**config.mk**
```make
export PLATFORM = sky130hd
export DESIGN_NAME = midi_rx_parser_flat
export DESIGN_NICKNAME = d
export VERILOG_FILES = /design/src/rtl/midi_rx_parser_pkg.sv /design/src/rtl/midi_rx_parser_if.sv /design/src/rtl/midi_rx_parser_uart_rx.sv /design/src/rtl/midi_rx_parser.sv /design/src/flat_wrapper.sv
export SDC_FILE = /design/constraint.sdc
export NUM_CORES = 1
export LEC_CHECK = 0
export CORE_ASPECT_RATIO = 0.5
export CORE_MARGIN = 10
export CORE_UTILIZATION = 52
export CTS_CLUSTER_DIAMETER = 200
export DETAILED_ROUTE_END_ITERATION = 6
export PLACE_DENSITY = 0.86
export SLEW_MARGIN = 20
export SYNTH_ARGS = -nofsm -noshare
export SYNTH_HDL_FRONTEND = slang
export SYNTH_SLANG_ARGS = --single-unit
```
**constraint.sdc**
```tcl
create_clock -name clk -period 2.1 [get_ports clk]
set_clock_uncertainty 0.1 [all_clocks]
set_input_delay 0.21 -clock clk [delete_from_list [all_inputs] [get_ports clk]]
set_output_delay 0.21 -clock clk [all_outputs]
set_load 0.01 [all_outputs]
```
**src/rtl/midi_rx_parser_pkg.sv**
```systemverilog
// Shared MIDI definitions for the MIDI IN receive path.
//  - status byte constants used by the parser and by midi_ctrl
//  - midi_data_len(): number of data bytes a channel status expects
//  - midi_msg_t: one fully decoded message (status, data1, data2, len)
//  - uart_state_e: byte-level receiver states
package midi_rx_parser_pkg;

  localparam logic [7:0] NOTE_ON    = 8'h90;
  localparam logic [7:0] CC_MSG     = 8'hB0;
  localparam logic [7:0] PC_MSG     = 8'hC0;
  localparam logic [7:0] SYS_COMMON = 8'hF0;
  localparam logic [7:0] RT_CLOCK   = 8'hF8;

  typedef struct packed {
    logic [7:0] status;
    logic [7:0] data1;
    logic [7:0] data2;
    logic [1:0] len;
  } midi_msg_t;

  typedef enum logic [1:0] {
    U_IDLE,
    U_START,
    U_DATA,
    U_STOP
  } uart_state_e;

  // Program change (0xC_) and channel pressure (0xD_) carry one data byte,
  // every other channel message carries two. Non-channel bytes return 0.
  function automatic logic [1:0] midi_data_len(input logic [7:0] status);
    logic [1:0] len;
    if (status[7:4] == 4'hC || status[7:4] == 4'hD) begin
      len = 2'd1;
    end else if (status[7] && status[7:4] != 4'hF) begin
      len = 2'd2;
    end else begin
      len = 2'd0;
    end
    return len;
  endfunction

endpackage

```
**src/rtl/midi_rx_parser_if.sv**
```systemverilog
// Decoded-message bus from the MIDI IN parser to the learn/assign logic.
//  msg_valid   : one-cycle strobe, msg_* hold a complete message
//  msg_status  : status byte
//  msg_data1   : first data byte (0 if unused)
//  msg_data2   : second data byte (0 if unused)
//  msg_len     : bytes in the message including status (1..3)
//  framing_err : one-cycle strobe, a byte was dropped for a bad stop bit
// master = parser (drives), slave = consumer (observes).
interface midi_rx_parser_if;

  logic       msg_valid;
  logic [7:0] msg_status;
  logic [7:0] msg_data1;
  logic [7:0] msg_data2;
  logic [1:0] msg_len;
  logic       framing_err;

  modport master (
    output msg_valid, msg_status, msg_data1, msg_data2, msg_len, framing_err
  );

  modport slave (
    input msg_valid, msg_status, msg_data1, msg_data2, msg_len, framing_err
  );

endinterface

```
**src/rtl/midi_rx_parser_uart_rx.sv**
```systemverilog
// midi_uart_rx: 8N1 serial byte receiver for the MIDI IN line.
//  clk            : system clock
//  rst            : synchronous active-low reset
//  midi_rx_i      : raw serial line, idle high, asynchronous to clk
//  rx_byte_o      : last received byte, valid while byte_valid_o is high
//  byte_valid_o   : one-cycle strobe, a byte with a good stop bit arrived
//  framing_err_o  : one-cycle strobe, stop bit sampled low, byte dropped
// The input synchroniser lives here; sampling is done at mid-bit.
module midi_uart_rx
  import midi_rx_parser_pkg::*;
#(
  parameter int CLKS_PER_BIT = 3200,
  parameter int SYNC_STAGES  = 2
) (
  input  logic       clk,
  input  logic       rst,
  input  logic       midi_rx_i,
  output logic [7:0] rx_byte_o,
  output logic       byte_valid_o,
  output logic       framing_err_o
);

  localparam int CW = $clog2(CLKS_PER_BIT);
  localparam logic [CW-1:0] HALF_BIT = CW'(CLKS_PER_BIT / 2 - 1);
  localparam logic [CW-1:0] FULL_BIT = CW'(CLKS_PER_BIT - 1);

  logic [SYNC_STAGES-1:0] sync_q;
  logic                   rx_s;
  uart_state_e            state_q;
  logic [CW-1:0]          cnt_q;
  logic [2:0]             bit_idx_q;
  logic                   stop_wait_q;
  logic                   byte_valid_q;
  logic                   ferr_q;
  logic [7:0]             shift_q;
  logic                   sample_data;

  assign rx_s        = sync_q[SYNC_STAGES-1];
  assign sample_data = (state_q == U_DATA) && (cnt_q == '0);

  always_ff @(posedge clk) begin
    if (!rst) begin
      sync_q       <= '1;
      state_q      <= U_IDLE;
      cnt_q        <= '0;
      bit_idx_q    <= '0;
      stop_wait_q  <= 1'b0;
      byte_valid_q <= 1'b0;
      ferr_q       <= 1'b0;
    end else begin
      sync_q       <= {sync_q[SYNC_STAGES-2:0], midi_rx_i};
      byte_valid_q <= 1'b0;
      ferr_q       <= 1'b0;
      case (state_q)
        U_IDLE: begin
          if (!rx_s) begin
            cnt_q   <= HALF_BIT;
            state_q <= U_START;
          end
        end
        U_START: begin
          if (cnt_q == '0) begin
            // A start bit that is high again at mid-bit was only a glitch.
            if (rx_s) begin
              state_q <= U_IDLE;
            end else begin
              cnt_q     <= FULL_BIT;
              bit_idx_q <= '0;
              state_q   <= U_DATA;
            end
          end else begin
            cnt_q <= cnt_q - CW'(1);
          end
        end
        U_DATA: begin
          if (cnt_q == '0) begin
            cnt_q <= FULL_BIT;
            if (bit_idx_q == 3'd7) begin
              state_q <= U_STOP;
            end else begin
              bit_idx_q <= bit_idx_q + 3'd1;
            end
          end else begin
            cnt_q <= cnt_q - CW'(1);
          end
        end
        U_STOP: begin
          if (stop_wait_q) begin
            // After a framing error, hold off until the line is idle again
            // so the low stop bit is not mistaken for a new start bit.
            if (rx_s) begin
              stop_wait_q <= 1'b0;
              state_q     <= U_IDLE;
            end
          end else if (cnt_q == '0) begin
            if (rx_s) begin
              byte_valid_q <= 1'b1;
              state_q      <= U_IDLE;
            end else begin
              ferr_q      <= 1'b1;
              stop_wait_q <= 1'b1;
            end
          end else begin
            cnt_q <= cnt_q - CW'(1);
          end
        end
        default: state_q <= U_IDLE;
      endcase
    end
  end

  // Data shift register: LSB arrives first, so shift in from the top.
  always_ff @(posedge clk) begin
    if (sample_data) begin
      shift_q <= {rx_s, shift_q[7:1]};
    end
  end

  assign rx_byte_o     = shift_q;
  assign byte_valid_o  = byte_valid_q;
  assign framing_err_o = ferr_q;

endmodule

```
**src/rtl/midi_rx_parser.sv**
```systemverilog
// midi_rx_parser: MIDI IN receiver assembling complete channel messages.
//  clk      : system clock
//  rst      : synchronous active-low reset
//  midi_rx  : raw MIDI serial line, idle high, asynchronous to clk
//  msg_if   : master side of the decoded-message bus (msg_valid, msg_status,
//             msg_data1, msg_data2, msg_len, framing_err)
// Handles running status and real-time bytes interleaved inside messages.
// This level holds only the message parser and the output registers.
module midi_rx_parser
  import midi_rx_parser_pkg::*;
#(
  parameter int CLKS_PER_BIT = 3200,
  parameter int SYNC_STAGES  = 2
) (
  input  logic               clk,
  input  logic               rst,
  input  logic               midi_rx,
  midi_rx_parser_if.master   msg_if
);

  logic [7:0] rx_byte;
  logic       byte_valid;
  logic       uart_ferr;

  midi_uart_rx #(
    .CLKS_PER_BIT (CLKS_PER_BIT),
    .SYNC_STAGES  (SYNC_STAGES)
  ) u_uart (
    .clk           (clk),
    .rst           (rst),
    .midi_rx_i     (midi_rx),
    .rx_byte_o     (rx_byte),
    .byte_valid_o  (byte_valid),
    .framing_err_o (uart_ferr)
  );

  // Running status of 0 means "none": valid statuses always have bit 7 set.
  logic [7:0] running_q, running_d;
  logic       pend_q, pend_d;
  logic [7:0] data1_q, data1_d;
  logic       emit_d;
  midi_msg_t  emit_msg_d;
  logic       valid_q;
  midi_msg_t  msg_q;
  logic       ferr_q;

  always_comb begin
    running_d  = running_q;
    pend_d     = pend_q;
    data1_d    = data1_q;
    emit_d     = 1'b0;
    emit_msg_d = '{status: rx_byte, data1: 8'h00, data2: 8'h00, len: 2'd1};
    if (byte_valid) begin
      if (rx_byte >= RT_CLOCK) begin
        // Real-time bytes pass straight through without disturbing a
        // message that is being assembled around them.
        emit_d = 1'b1;
      end else if (rx_byte >= SYS_COMMON) begin
        running_d = 8'h00;
        pend_d    = 1'b0;
      end else if (rx_byte[7]) begin
        running_d = rx_byte;
        pend_d    = 1'b0;
      end else if (running_q != 8'h00) begin
        if (!pend_q && midi_data_len(running_q) == 2'd2) begin
          data1_d = rx_byte;
          pend_d  = 1'b1;
        end else begin
          emit_d = 1'b1;
          pend_d = 1'b0;
          if (midi_data_len(running_q) == 2'd1) begin
            emit_msg_d = '{status: running_q, data1: rx_byte,
                           data2: 8'h00, len: 2'd2};
          end else begin
            emit_msg_d = '{status: running_q, data1: data1_q,
                           data2: rx_byte, len: 2'd3};
          end
        end
      end
    end
  end

  always_ff @(posedge clk) begin
    if (!rst) begin
      running_q <= 8'h00;
      pend_q    <= 1'b0;
      data1_q   <= 8'h00;
      valid_q   <= 1'b0;
      msg_q     <= '0;
      ferr_q    <= 1'b0;
    end else begin
      running_q <= running_d;
      pend_q    <= pend_d;
      data1_q   <= data1_d;
      valid_q   <= emit_d;
      ferr_q    <= uart_ferr;
      if (emit_d) begin
        msg_q <= emit_msg_d;
      end
    end
  end

  assign msg_if.msg_valid   = valid_q;
  assign msg_if.msg_status  = msg_q.status;
  assign msg_if.msg_data1   = msg_q.data1;
  assign msg_if.msg_data2   = msg_q.data2;
  assign msg_if.msg_len     = msg_q.len;
  assign msg_if.framing_err = ferr_q;

endmodule

```
**src/flat_wrapper.sv**
```systemverilog
// flat-port wrapper written by rule: the top's interface ports become plain ports
module midi_rx_parser_flat import midi_rx_parser_pkg::*;
#(
  parameter int CLKS_PER_BIT = 3200,
  parameter int SYNC_STAGES  = 2
)
  (clk, rst, midi_rx, msg_if_msg_valid, msg_if_msg_status, msg_if_msg_data1, msg_if_msg_data2, msg_if_msg_len, msg_if_framing_err);
  midi_rx_parser_if msg_if_i ();
  input  logic clk;
  input  logic rst;
  input  logic midi_rx;
  output wire logic [$bits(msg_if_i.msg_valid)-1:0] msg_if_msg_valid;
  output wire logic [$bits(msg_if_i.msg_status)-1:0] msg_if_msg_status;
  output wire logic [$bits(msg_if_i.msg_data1)-1:0] msg_if_msg_data1;
  output wire logic [$bits(msg_if_i.msg_data2)-1:0] msg_if_msg_data2;
  output wire logic [$bits(msg_if_i.msg_len)-1:0] msg_if_msg_len;
  output wire logic [$bits(msg_if_i.framing_err)-1:0] msg_if_framing_err;
  assign msg_if_msg_valid = msg_if_i.msg_valid;
  assign msg_if_msg_status = msg_if_i.msg_status;
  assign msg_if_msg_data1 = msg_if_i.msg_data1;
  assign msg_if_msg_data2 = msg_if_i.msg_data2;
  assign msg_if_msg_len = msg_if_i.msg_len;
  assign msg_if_framing_err = msg_if_i.framing_err;
  midi_rx_parser #(.CLKS_PER_BIT(CLKS_PER_BIT), .SYNC_STAGES(SYNC_STAGES)) u_core (.clk(clk), .rst(rst), .midi_rx(midi_rx), .msg_if(msg_if_i));
endmodule
```
* After elaboration in Yosys (flattened, before gate mapping)
Cells that the tools add are included.
Storage, ports and cells: register bits 74, latch bits 0, memory bits (writable) 0, ROM bits 0, input port bits 3, output and inout bits 28, memories 0
Cells by class: add/subtract/negate cells 2, multiply operators 0, div/mod/pow operators 0, $lt $le $gt $ge 2, equality and inequality tests 19, shifts and indexed selects 0, multiplexer cells 57, bitwise operators 6, reductions and logical operators 19
Operators by type and width (number):
- 2-to-1 mux 26 bit | 6
- 2-to-1 mux 12 bit | 6
- one-hot mux 12 bit (4 select lines) | 1
- 2-to-1 mux 2 bit | 21
- 2-to-1 mux 17 bit | 1
- >= comparator 8 bit (second input constant) | 2
- 2-to-1 mux 8 bit | 2
- 2-to-1 mux 1 bit | 14
- logical NOT 12 bit | 1
- 2-to-1 mux 3 bit | 4
- != test 2 bit (second input constant) | 6
- subtractor 12 x 1 -> 12 bit (second input constant) | 1
- AND reduction 5 bit | 2
- equality test 4 bit (second input constant) | 2
- one-hot mux 2 bit (4 select lines) | 1
- nonzero test 8 bit | 1
- equality test 2 bit (second input constant) | 3
- != test 3 bit (second input constant) | 2
- inverter 1 bit | 6
- one-hot mux 3 bit (2 select lines) | 1
- AND reduction 3 bit | 2
- AND reduction 6 bit | 1
- equality test 2 x 1 -> 1 bit (second input constant) | 2
- != test 2 x 1 -> 1 bit (second input constant) | 2
- 12 further kinds | 15

* Longest topological paths before layout
Gate-level depths: netlist (run 1).
depth after elaboration 25, depth in mapped cells 7, depth with buffers taken out 6

* Modules after synthesis
Synthesis (run 1) repeated with hierarchy kept, for this count alone.
Second synthesis, totals: cells, all modules 368, area total of the unflattened synthesis 3483.3 um^2
Modules (own cells, without submodules):
- midi_rx_parser | instances 1, cells each 196, area each 1888.1 um^2, seq. area each 840.8 um^2
- midi_uart_rx | instances 1, cells each 172, area each 1595.3 um^2, seq. area each 680.7 um^2

* Least setup slack after synthesis (run 1)
Ideal clock, no wire load.
path type reg-to-reg, start point reg u_core.u_uart.cnt_q[0], end point reg u_core.u_uart.cnt_q[7], arrival 1.841 ns, data required time 1.868 ns, setup slack 0.027 ns, cell stages (with the launch flop) 7, path buffers 0, cell sequence dfxtp_1 inv_1 ha_1 or4b_4 or4_4 a211oi_2 o32ai_1
On the way: cells in the longest elaborated chain, start to end 4, elaborated cells on any way between the ends 10, classes of those cells add/sub (1); eq/ne (2); mux (5); reduce/logical (2)
RTL lines:
- from (decl) | RTL line midi_rx_parser_uart_rx.sv:30 | logic [CW-1:0] cnt_q;
- from (signal assigned) | RTL line midi_rx_parser_uart_rx.sv:72 | cnt_q <= cnt_q - CW'(1);
- from (signal assigned) | RTL line midi_rx_parser_uart_rx.sv:84 | cnt_q <= cnt_q - CW'(1);
- from (signal assigned) | RTL line midi_rx_parser_uart_rx.sv:104 | cnt_q <= cnt_q - CW'(1);
- subtractor 12 x 1 -> 12 bit | RTL line midi_rx_parser_uart_rx.sv:72, midi_rx_parser_uart_rx.sv:84, midi_rx_parser_uart_rx.sv:104
- 2-to-1 mux 12 bit | RTL line midi_rx_parser_uart_rx.sv:95 | end else if (cnt_q == '0) begin
- 2-to-1 mux 12 bit | RTL line midi_rx_parser_uart_rx.sv:88 | if (stop_wait_q) begin
- one-hot mux 12 bit (4 select lines) | RTL line midi_rx_parser_uart_rx.sv:54 | case (state_q)
Several ways; a longest one is shown, not always the timed one. The select of a mux whose other input is x is not followed. A chain may end at the register's enable or synchronous reset.

* Worst setup path after layout (run 1)
start point reg u_core.u_uart.cnt_q[1], end point reg u_core.u_uart.cnt_q[8]
Same word-level chain as after synthesis.

==> results.md, run 1 <==
* Slowest CP cell: or4_4
* Simple-gate share of the synthesized area at 18.0%
* Synth Area in Adders at under 10%
* CTS tree: yes
* Share of total power in sequential cells at 33.6%
* Dpl hpwl at approximately 6200 microns
* Clock power frac at between 30 and 40%
* Final std cells w/o fill at between 500 and 600
* Routed WL at slightly above 9000 microns
* LEAKAGE at 1.65 nW
* Most common cell after layout, fill and taps aside: dfxtp_1
* CP endpoint kind: flip-flop
* Status: completed
* Mux share of post-synthesis cell area at under 10%
* First-pass iteration count of the detailed router at 5
* Clk buf depth at 2
* FF+latch count, synth at slightly above 70
* Initial antenna violation count at 0
* Diode count at 0
* Filler cell count at 453
* Final hold violation count at 0
* Share of cells above drive strength 1 at a little under a quarter
* Total power at 4.59 mW
* Post-Synth XOR/XNOR Area at 0%
* Post-route clock period utilization at approximately 100%
* Worst-margin pin slew at roughly 0.63 ns
* Combinational power share at between 30% and 40%
* Switching portion of total power at between 30% and 40%
* Synth warn at 0
* Syn Area/Cell at between 9 and 10 sq um
* Worst path max stage delay at ~0.55 ns
* Largest family of logic cells by synthesized area: compound AO/OA/AOI/OAI gates
* Arrival @ worst endpoint at approximately 2.2 ns
* Clk root buf: clkbuf_16
* Int Pwr at around 3.1 mW
* Final core occ at between 70% and 80%
* Largest fanout on the critical path at 5
* Largest net degree at the start of global routing at 30
* CTS sink cnt at 72
* Cells after Synth at roughly 360
* Number of synthesized flops with an enable pin at 8
* Initial Util at 55.0%
* CTS Buf Count at 9
* Psw at around 1.5 mW
* Crit path kind: flip-flop to flip-flop
* Via count at approximately 3300
* HP Class: flip-flop to flip-flop
* GRT Residual Overflow at 0
* I/O pins at 31
* Sequential area share after synthesis at 44.6%
* CP Launch Type: flip-flop
* Max Slew Vio Count at 0
* Post-synth cell types at 61
* Die X at about 130 microns
* Async S/R FF share, synth at 0%
* RD Place Congestion at 0.970
* Fmax achieved at 0.478 GHz
* Worst skew pair latency at between 0.3 and 0.4 ns
* Cell Rows at 20
* Clock transition at path regs at ~0.050 ns
* First-pass GRT wire length at 15400 microns
* Critical path cell sequence: inv_2 > ha_4 > or4b_4 > or4_4 > a211oi_2 > o32ai_1
* RSZ-0062 raised after global routing: true
* PortBufs at 28
* CP Data Required Time at around 2.2 ns
* DRC errors left at 0
* Fin crit period at 2.09 ns
* ANT nets after route at 0
* Final setup fails at 0
* Vias in the first global route at about 3200
* Die extent in y at 77.3 microns
* Max Cap Viol at 0
* Vias per cell at 6.40
* H-tree Lvls at 3
* Main synth FF type: dfxtp_1
* Core box area at approximately 6200 sq um
* Most frequent cells in the layout: dfxtp_1, buf_4, a21oi_1
* Placed insts at between 400 and 500
* VDD IR max at around 0.00066 V
* Post-synthesis compound-gate area fraction at 26.5%
* Initial DRC Count at between 200 and 250
* Worst rel slew slack at between 50 and 60%
* Nets at ~430
* Mapped Area at 3410 sq um
* Cell Pwr Density at roughly 1100 nW/um^2
* Average wire per standard cell at 18.3 microns
* Die area at 10400 sq um
* Area Growth Syn to Fin at 27.4%
* Total track usage at a little under a fifth
[layout make-up]
type	instances	area [sq um]	share of cell area, %
multi-input combinational	252	1760	40.4
sequential	72	1530	35.1
tap	88	110	2.53
inverter	10	37.5	0.863
clock inverter	4	52.6	1.21
clock buffer	11	254	5.84
timing repair buffer	72	611	14.0
[logic make-up after synthesis]
kind of cell / Yosys count
other: 1
AOI/OAI and AO/OA: 124
DFF: 72
buffers and inverters: 38
muxes: 9
adders and majority gates: 9
and+or+nand+nor: 108
[power groups by stage]
stage	clock, mW	combinational, mW	sequential [mW]
finish	1.56	1.48	1.54
global route	1.65	1.60	1.55
CTS	1.58	1.42	1.53
detailed placement	0	1.38	1.56
global placement	0	1.34	1.55
floorplan	0	0.846	1.58
[metal layers]
| metal | global-route usage, % | up-vias | routed length (microns) |
|---|---|---|---|
| met4 | 10.6 | 0 | 293 |
| met2 | 29.4 | 161 | 4540 |
| li1 | - | 1508 | - |
| met3 | 5.59 | 33 | 633 |
| met1 | 20.6 | 1555 | 3860 |
| met5 | 0 | - | 0 |
[sequential cells by signal, indices dropped and copies added, names as in the netlist, 2 cells and up, named ones only]
name and flops:
u_core.u_uart.rx_byte_o 8, u_core.msg_if.msg_data2 7, u_core.msg_if.msg_data1 7, u_core.msg_if.msg_status 8, u_core.u_uart.bit_idx_q 3, u_core.u_uart.sync_q 2
u_core.msg_if.msg_len 2, u_core.u_uart.cnt_q 12, u_core.data1_q 7, u_core.running_q 8
[synthesized netlist by cell type, drive strengths merged, types with 5 or more instances]
cell type | n | area [sq um]
dfxtp | 64 | 1280
a21oi | 32 | 160
nand3 | 21 | 105
clkbuf | 20 | 75.1
nor2 | 18 | 67.6
o21ai | 17 | 85.1
nand2 | 15 | 56.3
nand4 | 14 | 87.6
o211ai | 14 | 105
o221a | 11 | 124
a22o | 9 | 78.8
ha | 9 | 113
inv | 9 | 33.8
buf | 8 | 46.3
edfxtp | 8 | 240
mux2 | 7 | 78.8
nor3 | 7 | 40.0
or4 | 6 | 52.6
o311ai | 5 | 43.8
[stage by stage]
| stage | setup WS, ns | TNS (ns) | hold WS (ns) | area, sq um |
|---|---|---|---|---|
| 2_1_floorplan | 0.0268 | 0 | 0.211 | 3420 |
| 3_3_place_gp | 0.0362 | 0 | 0.289 | 3990 |
| 3_5_place_dp | -0.0489 | -0.439 | 0.304 | 3990 |
| 4_1_cts | -0.0278 | -0.0278 | 0.320 | 4330 |
| 5_1_grt | -0.0276 | -0.0717 | 0.324 | 4350 |
| 6_report | 0.00819 | 0 | 0.313 | 4350 |
[worst paths after layout]
path / start / endpoint / slack (ns) / depth (start not counted)
setup reg to reg: u_core.u_uart.cnt_q[1] / u_core.u_uart.cnt_q[8] / 0.008 / 6
setup / recovery: u_core.u_uart.cnt_q[1] / u_core.u_uart.cnt_q[8] / 0.008 / 6
hold / removal: u_core.u_uart.sync_q[0] / u_core.u_uart.sync_q[1] / 0.31 / 1
hold reg to reg: u_core.u_uart.sync_q[0] / u_core.u_uart.sync_q[1] / 0.31 / 1
[critical path, delay by kind of cell, from the launching register on]
| family | cells | cell delay [ns] |
|---|---|---|
| AND/OR/NAND/NOR | 2 | 1.02 |
| AO/OA/AOI/OAI | 2 | 0.34 |
| flip-flops | 1 | 0.32 |
| adder cells (fa/ha/maj) | 1 | 0.13 |
| buffers and inverters | 1 | 0.07 |
[timing repair]
action                                  in CTS  in global routing
resized for setup                            7                  6
pin swaps                                    2                  4
setup buffers                                2                  1
endpoints found under the setup margin      10                 20
hold buffers                                 0                  0
(Power assumes the default switching activity.)
==> run 2, diff against run 1 <==
- SYNTH_HIERARCHICAL: not set -> 1
==> results.md, run 2 <==
* Status: completed
* Int Pwr at 3.01 mW (-3.4%)
* Slowest CP cell: or4_4
* LEAKAGE at 1.46 nW (-11%)
* Cell Pwr Density at 1070 nW/um^2 (+0.97%)
* Die extent in y at 77.9 microns (+0.77%)
* Clock power frac at 32.6% (-1.5 points)
* Final setup fails at 0 (unchanged)
* Largest fanout on the critical path at 5 (unchanged)
* Worst path max stage delay at 0.45 ns (-0.10 ns)
* Nets at 412 (-4.0%)
* Clock transition at path regs at 0.05 ns (about the same)
* CTS Buf Count at 9 (unchanged)
* Combinational power share at 31.4% (-0.9 points)
* Most frequent cell after synthesis: dfxtp_1
* ANT nets after route at 0 (unchanged)
* Diode count at 0 (unchanged)
* Syn Area/Cell at 9.47 sq um (+0.15%)
* Post-synth top area cell: dfxtp_1
* Initial DRC Count at 349 (+40%)
* Dpl hpwl at 5540 microns (-11%)
* RSZ-0062 raised after global routing: true
* Clk buf depth at 2 (unchanged)
* Initial Util at 55.5% (+0.48 points)
* Vias in the first global route at 2952 (-7.9%)
* VDD IR max at 0.000526 V (-21%)
* Fmax achieved at 0.487 GHz (+1.9%)
* Main synth FF type: dfxtp_1
* RR Startpoint: u_core/u_uart/cnt_q[0]
* Worst R2R End: u_core/u_uart/cnt_q[6]
* Worst-margin pin slew at 0.753 ns (+0.122 ns)
* Crit path kind: flip-flop to flip-flop
* Most flops, register: u_core/u_uart/cnt_q
* CP Launch Type: flip-flop
* Reg-to-reg slack, setup at 0.05 ns (+0.04 ns)
* Core box area at 6280 sq um (+1.2%)
* Final hold violation count at 0 (unchanged)
* RD Place Congestion at 0.850 (-12%)
* Worst rel slew slack at 49.6% (-8.1 points)
* CP endpoint kind: flip-flop
* Max Cap Viol at 0 (unchanged)
* Average wire per standard cell at 17.2 microns (-6.0%)
* CTS sink cnt at 72 (unchanged)
* Largest net degree at the start of global routing at 59 (+97%)
* Die area at 10600 sq um (+1.7%)
* Most common cell after layout, fill and taps aside: dfxtp_1
* Cell depth of the worst min-delay path at 1 (unchanged)
* CP Data Required Time at 2.25 ns (+0.04 ns)
* Vias per cell at 6.25 (-2.4%)
* Max Slew Vio Count at 0 (unchanged)
* Worst r2r path cells at 7 (+1)
* First-pass iteration count of the detailed router at 6 (+1)
* Final core occ at 67.2% (-2.9 points)
* Critical path's top delay family: simple AND/OR/NAND/NOR gates
* GRT Residual Overflow at 0 (unchanged)
* Fin crit period at 2.05 ns (-0.0395 ns)
* HP Class: flip-flop to flip-flop
* Number of synthesized flops with an enable pin at 8 (unchanged)
* DRC errors left at 0 (unchanged)
* Mapped Area at 3480 sq um (+2.1%)
* Commonest cells post-synth: dfxtp_1, nand3_1, o21ai_0
* Cells after Synth at 368 (+1.9%)
* Arrival @ worst endpoint at 2.21 ns (about the same)
* I/O pins at 31 (unchanged)
* Async S/R FF share, synth at 0% (unchanged)
* DP Area at 3900 sq um (-2.4%)
* Post-synth top area share at 36.8% (-0.77 points)
* Routed WL at 8480 microns (-9.0%)
* Max reg flops at 12 (unchanged)
* CTS tree: yes
* FF+latch count, synth at 72 (unchanged)
* Postcts setup bufs at 0 (-2)
* Synth top area cells: dfxtp_1, edfxtp_1, o211ai_1
* Area Growth Syn to Fin at 21.2%
* Total track usage at 15.9% (-2.2 points)
* Critical path cell sequence: inv_1 > ha_2 > or3b_4 > or4_4 > a31oi_2 > o211ai_1 > a21oi_1
* Die X at 136 microns (+0.88%)
* Cell Rows at 20 (unchanged)
* Worst Hold Path EP: u_core/u_uart/sync_q[1]
* Switching portion of total power at 33.0% (+0.98 points)
* Number of buffers and inverters on the critical path at 1 (unchanged)
* PortBufs at 28 (unchanged)
* H-tree Lvls at 3 (unchanged)
* Sequential area share after synthesis at 43.7% (-0.91 points)
* Worst skew pair latency at 0.33 ns (about the same)
* Share of total power in sequential cells at 36.1% (+2.5 points)
* Clk root buf: clkbuf_16
* Initial antenna violation count at 0 (unchanged)
* Post-route clock period utilization at 97.7% (-1.9 points)
* Synth warn at 6 (+6)
* Share of cells above drive strength 1 at 16.3% (-6.5 points)
* Via count at 3079 (-5.5%)
* Hold path start: u_core/u_uart/sync_q[0]
* Fin area at 4220 sq um (-2.9%)
* Psw at 1.48 mW (+1.0%)
* Most frequent cells in the layout: dfxtp_1, clkdlybuf4s50_1, nand3_1
* Post-synth cell types at 66 (+8.2%)
* First-pass GRT wire length at 14000 microns (-9.2%)
==> run 2: changes by cell type in the layout (fill, tap and decap cells not counted), sizes merged, moves of 6 or more <==
cell    delta
o21ai      +7
nor2b      +7
or3        +6
buf       -26
o221a      -8
a21boi    +19
o211ai     +6
a22o       -9
a21oi     -14
==> run 2: worst reg2reg max path, delay by kind of cell, from the launching register on <==
family,cells,cell delay [ns]
AO/OA/AOI/OAI,3,0.41
adder cells (fa/ha/maj),1,0.19
buffers and inverters,1,0.08
flip-flops,1,0.35
AND/OR/NAND/NOR,2,0.84
==> run 2: how the worst max path moves through the flow <==
| stage | startpoint | to | slack [ns] | cells past startpoint |
|---|---|---|---|---|
| after floorplan | u_core/u_uart/cnt_q[0] | u_core/u_uart/cnt_q[8] | 0.12 | 9 |
| after global placement | u_core/u_uart/cnt_q[0] | u_core/u_uart/cnt_q[0] | 0.13 | 7 |
| after detailed placement | u_core/u_uart/cnt_q[0] | u_core/u_uart/cnt_q[3] | 0.02 | 8 |
| after CTS | u_core/u_uart/cnt_q[0] | u_core/u_uart/cnt_q[0] | 0.007 | 7 |
| after global routing | u_core/u_uart/cnt_q[0] | u_core/u_uart/cnt_q[6] | -0.006 | 7 |
| final | u_core/u_uart/cnt_q[0] | u_core/u_uart/cnt_q[6] | 0.05 | 7 |
==> run 2: stage by stage <==
stage	setup slack, ns	std cells	power, mW	setup TNS [ns]	hold slack (ns)
3_3_place_gp	0.129	477	2.83	0	0.290
3_5_place_dp	0.0220	477	2.89	0	0.318
2_1_floorplan	0.117	369	2.52	0	0.211
6_report	0.0477	493	4.50	0	0.324
5_1_grt	-0.00578	493	4.71	-0.00578	0.347
4_1_cts	0.00671	493	4.35	0	0.333
==> run 2: repair_timing <==
action	in CTS	in global routing
setup endpoints to repair	0	11
hold buffers	0	0
resized for setup	0	15
==> run 2: cell families (layout without fill, tap and decap cells) <==
logic type                 Yosys count  in the layout  synth area share [%]
AOI/OAI and AO/OA                  130            130                  26.8
and+or+nand+nor                    111            111                  18.5
DFF                                 72             72                  43.7
muxes                                8              8                  2.55
buffers and inverters               37             73                  5.17
adders and majority gates            9              9                  3.23
other                                1              2                 0.108
==> run 2: area by class of cell <==
type	instances	area, sq um
clock inverter	3	43.8
inverter	11	41.3
timing repair buffer	46	440
multi-input combinational	260	1820
clock buffer	13	240
sequential	72	1530
tap	88	110
fill	469	2060
==> run 2: per-layer routing <==
metal	vias to the layer above	wire length [microns]	global-route usage [%]
met5	-	0	0
met4	0	208	8.44
met3	24	726	3.92
met2	160	4120	26.8
met1	1442	3430	18.4
li1	1453	-	-
==> run 2: power by group through the flow <==
stage | clock [mW] | sequential, mW | combinational (mW)
floorplan | 0 | 1.59 | 0.928
global placement | 0 | 1.62 | 1.21
detailed placement | 0 | 1.63 | 1.27
CTS | 1.48 | 1.60 | 1.27
global route | 1.54 | 1.63 | 1.54
finish | 1.46 | 1.62 | 1.41
==> run 3, diff against run 2 <==
- ABC_AREA: not set -> 0
- HOLD_SLACK_MARGIN: not set -> 0.02
==> results of run 3 <==
No change in the layout: final DEF, timing and power equal those of run 2.
